--- src/rtl/mem_block_mover.sv ---
`default_nettype none
// ============================================================================
// Module      : mem_block_mover
// Description : Memory-port master that copies a block of words or fills a
//               region with a constant, and keeps a wrapping sum of every word
//               it writes.
// Revision    : 1.0 - initial release
// ============================================================================
module mem_block_mover #(
   parameter int S  = 32,
   parameter int L  = 256,
   parameter int AW = $clog2(L)
) (
   input  logic          clk,
   input  logic          rst,
   input  logic          start,
   input  logic          mode,
   input  logic [AW-1:0] src,
   input  logic [AW-1:0] dst,
   input  logic [AW:0]   len,
   input  logic [S-1:0]  fill_val,
   output logic          busy,
   output logic          done,
   output logic [S-1:0]  sum,
   output logic [AW-1:0] mem_a,
   output logic [S-1:0]  mem_wdata,
   input  logic [S-1:0]  mem_rdata,
   output logic          mem_read,
   output logic          mem_write
);

   typedef enum logic [2:0] {
      ST_IDLE  = 3'd0,
      ST_READ  = 3'd1,
      ST_WRITE = 3'd2,
      ST_FILL  = 3'd3,
      ST_DONE  = 3'd4
   } state_t;

   state_t        state_q, state_d;
   logic [AW-1:0] src_q, src_d;
   logic [AW-1:0] dst_q, dst_d;
   logic [AW:0]   len_q, len_d;
   logic [S-1:0]  fill_q, fill_d;
   logic [AW-1:0] idx_q, idx_d;
   logic [S-1:0]  buf_q, buf_d;
   logic [S-1:0]  sum_q, sum_d;
   logic          rd_en, wr_en;
   logic [AW:0]   idx_inc;

   // Widened by one bit so the last-word test works when len equals L.
   assign idx_inc = {1'b0, idx_q} + {{AW{1'b0}}, 1'b1};

   always_comb begin
      state_d   = state_q;
      src_d     = src_q;
      dst_d     = dst_q;
      len_d     = len_q;
      fill_d    = fill_q;
      idx_d     = idx_q;
      buf_d     = buf_q;
      sum_d     = sum_q;
      rd_en     = 1'b0;
      wr_en     = 1'b0;
      mem_a     = '0;
      mem_wdata = '0;
      case (state_q)
         ST_IDLE: begin
            if (start) begin
               src_d  = src;
               dst_d  = dst;
               len_d  = len;
               fill_d = fill_val;
               sum_d  = '0;
               idx_d  = '0;
               if (len == '0)
                  state_d = ST_DONE;
               else if (mode)
                  state_d = ST_FILL;
               else
                  state_d = ST_READ;
            end
         end
         ST_READ: begin
            mem_a   = src_q + idx_q;
            rd_en   = 1'b1;
            buf_d   = mem_rdata;
            state_d = ST_WRITE;
         end
         ST_WRITE: begin
            mem_a     = dst_q + idx_q;
            mem_wdata = buf_q;
            wr_en     = 1'b1;
            sum_d     = sum_q + buf_q;
            idx_d     = idx_inc[AW-1:0];
            state_d   = (idx_inc == len_q) ? ST_DONE : ST_READ;
         end
         ST_FILL: begin
            mem_a     = dst_q + idx_q;
            mem_wdata = fill_q;
            wr_en     = 1'b1;
            sum_d     = sum_q + fill_q;
            idx_d     = idx_inc[AW-1:0];
            state_d   = (idx_inc == len_q) ? ST_DONE : ST_FILL;
         end
         ST_DONE: begin
            state_d = ST_IDLE;
         end
         default: begin
            state_d = ST_IDLE;
         end
      endcase
   end

   always_ff @(posedge clk) begin
      if (rst) begin
         state_q <= ST_IDLE;
         src_q   <= '0;
         dst_q   <= '0;
         len_q   <= '0;
         fill_q  <= '0;
         idx_q   <= '0;
         buf_q   <= '0;
         sum_q   <= '0;
      end else begin
         state_q <= state_d;
         src_q   <= src_d;
         dst_q   <= dst_d;
         len_q   <= len_d;
         fill_q  <= fill_d;
         idx_q   <= idx_d;
         buf_q   <= buf_d;
         sum_q   <= sum_d;
      end
   end

   // Strobes are masked by reset so an in-flight transfer cannot commit a write.
   assign mem_read  = rd_en & ~rst;
   assign mem_write = wr_en & ~rst;
   assign busy      = (state_q == ST_READ) || (state_q == ST_WRITE) || (state_q == ST_FILL);
   assign done      = (state_q == ST_DONE);
   assign sum       = sum_q;

endmodule
`default_nettype wire

--- config.mk ---
export PLATFORM = sky130hd
export DESIGN_NAME = mem_block_mover
export DESIGN_NICKNAME = d
export VERILOG_FILES = /design/src/rtl/mem_block_mover.sv
export SDC_FILE = /design/constraint.sdc
export NUM_CORES = 1
export LEC_CHECK = 0
export CAP_MARGIN = 10
export CORE_MARGIN = 2
export CORE_UTILIZATION = 45
export CTS_CLUSTER_SIZE = 14
export DETAILED_ROUTE_END_ITERATION = 8
export PLACE_DENSITY = 0.71
export SLEW_MARGIN = 20
export SYNTH_ARGS = -nofsm -noshare
export SYNTH_HDL_FRONTEND = slang
export SYNTH_SLANG_ARGS = --single-unit
--- constraint.sdc ---
create_clock -name clk -period 4.8 [get_ports clk]
set_clock_uncertainty 0.15 [all_clocks]
set_input_delay 0.96 -clock clk [delete_from_list [all_inputs] [get_ports clk]]
set_output_delay 0.96 -clock clk [all_outputs]
set_load 0.005 [all_outputs]
==> results.cfg <==
[yosys]
synth-seq-cells = 132
syn-mean-instance-area_um2 = 7.542
synth.distinct_cells = 61
syn_nets = 1191
synth_area_leaders = dfxtp_1 (33%), nand2_1 (13%), a21oi_1 (9.3%)
syn_area_um2 = 7919
synth.yosys.seq_area_share_pct = 33.37
ys.flop_type = dfxtp_1
yosys.area.top_type = dfxtp_1
synthTopCellsByCount = nand2_1 (269), a21oi_1 (147), dfxtp_1 (132), nor2_1 (81), clkbuf_1 (51)
synth_cells = 1050
synth.most_common_cell = nand2_1
postSynth.asyncResetShare_pct = 0
synth-edff-count = 0
synth_warnings = 0
synth_top_area_share_pct = 33.37

[sta]
fin_crit_sh_pct = 93.89
fmax_mhz = 221.9
worst_slew_margin_rel_pct = 53.51
rsz0062_at_grt = false
tightest_slew_ns = 0.6974
fin_tns_setup_ns = 0
finalMaxSlewViolations = 0
setup_viol = 0
period_needed_ns = 4.507
hold_violations = 0

[route]
drtAntennaViolNets = 0
drt_iter0_markers = 481
wl_per_cell_um = 16.13
drtPass1Iterations = 7
remaining_drc_errors = 0
totalWireLength_um = 23040
vias = 7714
via_per_inst = 5.402

[placement]
place_congestion = 0.8960
dpl.hpwl_um = 16250
numPlacedInstances = 1398
portBuffers = 168

[layout]
syn2layout_area_growth_pct = 31.27
drive_gt1_share_pct = 7.232
fin_cells = 1428
final_nets = 1333
num_antenna_cells = 0

[floorplan]
row_count = 48
ios = 169
dieWidth_um = 136.7
initial_utilization_pct = 45.94
die_h_um = 136.7
coreArea_um2 = 17240
die_area_um2 = 18670

[clocking]
clock_latency_ns = 0.42
ctsHoldBuffers = 0
post_cts_buffers = 0
clk_path_buf_depth = 2
post_cts_resized = 0
cts_sinks = 132
cts_root_buf = clkbuf_16
cts_tree = yes
path_clk_slew_ns = 0.06
htree_levels = 4
cts_buffers = 17

[global_routing]
grt_pass1_wl_um = 36520
overflow = 0
grt_use_total_pct = 24.67
antenna_found_initial = 0
grt_max_degree = 61
grt_pass1_vias = 7322

[job]
maxCapViolCount = 0

[power_and_ir_drop]
leakage_nw = 4.148
power_density_nw_per_um2 = 331.5
vdd_ir_drop_max_uv = 256.4

[worst_setup_path]
cp_max_fo = 12
cp-end-kind = primary output
cp_data_arrival_time_ns = 3.40
path_class = reg2out
critPathLaunchType = register
worstPathRequired_ns = 3.69

[run_status]
outcome = completed

[min_path]
hold_path_class = reg2reg
## where the power goes
| group | internal, W | leakage, nW | switching, W |
|---|---|---|---|
| clock | 0.000927 | 0.306 | 0.000476 |
| combinational | 0.000346 | 2.77 | 0.000443 |
| sequential | 0.00118 | 1.08 | 0.0000714 |
| total | 0.00246 | 4.15 | 0.000990 |
## registers in the layout, indices dropped and copies added (netlist names)
| signal | cells |
|---|---|
| state_q | 3 |
| dst_q | 8 |
| idx_q | 8 |
| sum | 32 |
| fill_q | 32 |
| len_q | 9 |
| src_q | 8 |
| buf_q | 32 |
## area by class of cell
cell class / count / area [um2]
clock buffers: 20 / 446.7
clock inverters: 10 / 181.4
fillers: 1600 / 6842
inverters: 15 / 56.30
multi-input cells: 842 / 4986
flip-flops and latches: 132 / 2644
well taps: 225 / 281.5
repair buffers: 184 / 1799
## routing by layer
layer | track usage, % | vias to the layer above | wire [um] | part of all wire [%]
li1 | - | 3899 | - | -
met1 | 33.57 | 3551 | 10870 | 47
met2 | 39.39 | 230 | 10420 | 45
met3 | 4.074 | 34 | 1300 | 5.6
met4 | 8.854 | 0 | 450 | 2.0
met5 | 0 | - | 0 | 0
## cell families after synthesis
logic type / count (synthesis) / share of synthesized area, %
AOI/OAI and AO/OA: 249 / 18.03
buffers and inverters: 76 / 3.839
muxes: 68 / 9.101
and+or+nand+nor: 436 / 23.35
DFF: 132 / 33.37
adders and majority gates: 48 / 7.774
xor gates and xnor gates: 41 / 4.535
## path summary, 6_finish.rpt
check	start	end	slack, ns	cells after the start
hold / removal	dst_q[7]$_SDFFE_PP0P_	dst_q[7]$_SDFFE_PP0P_	0.30	2
hold reg to reg	dst_q[7]$_SDFFE_PP0P_	dst_q[7]$_SDFFE_PP0P_	0.30	2
setup reg to reg	state_q[2]$_SDFFE_PP0P_	sum[30]$_SDFFE_PP0P_	0.96	11
setup / recovery	state_q[1]$_SDFFE_PP0P_	mem_a[6]	0.29	15
## worst max-delay path: stages, from the launching register on
cell and delay [ns]:
dfxtp_1 0.58, nor2b_1 0.22, buf_4 0.18, nand2_1 0.07, nand2_1 0.06, ha_1 0.16, inv_1 0.06, fa_1 0.37
nor2b_1 0.15, o21ai_0 0.10, nand2b_1 0.11, a21o_1 0.13, a21oi_1 0.07, xor2_1 0.14, nor2_1 0.09, clkdlybuf4s50_1 0.50
## through the flow
step                      total power (W)  hold slack, ns  instance area (um2)  setup slack (ns)  utilization (%)
after global placement           0.002047          0.2940                 9767            0.8294            56.66
after detailed placement         0.002058          0.2995                 9767            0.7494            56.66
final                            0.003446          0.3034                10400            0.2931            60.31
after global routing             0.003593          0.3367                10400            0.1028            60.31
after CTS                        0.003459          0.3076                10400            0.2951            60.31
after floorplan                  0.001750          0.2857                 7919             1.092                -
## layout by cell type, fill, tap and decap left out, types with 3 or more instances in the layout
cell type	instances
dfxtp_1	131
a22o_1	4
nand4_1	4
o21ai_1	25
a21oi_1	147
a211o_1	3
nor3b_1	3
nor4_1	5
clkbuf_16	17
a31oi_1	7
clkinv_2	3
nand2_1	269
nor2b_1	7
a21o_1	9
clkdlybuf4s50_1	167
o211ai_1	3
nor3_1	15
mux2_2	31
nand3_1	21
mux2i_1	36
and3_1	10
o21a_1	6
bufinv_16	5
ha_1	46
inv_1	14
xnor2_1	18
nor2_1	81
xor2_1	23
nand3b_1	5
and2_1	3
buf_4	17
o21ai_0	22
(Power assumes the default switching activity.)
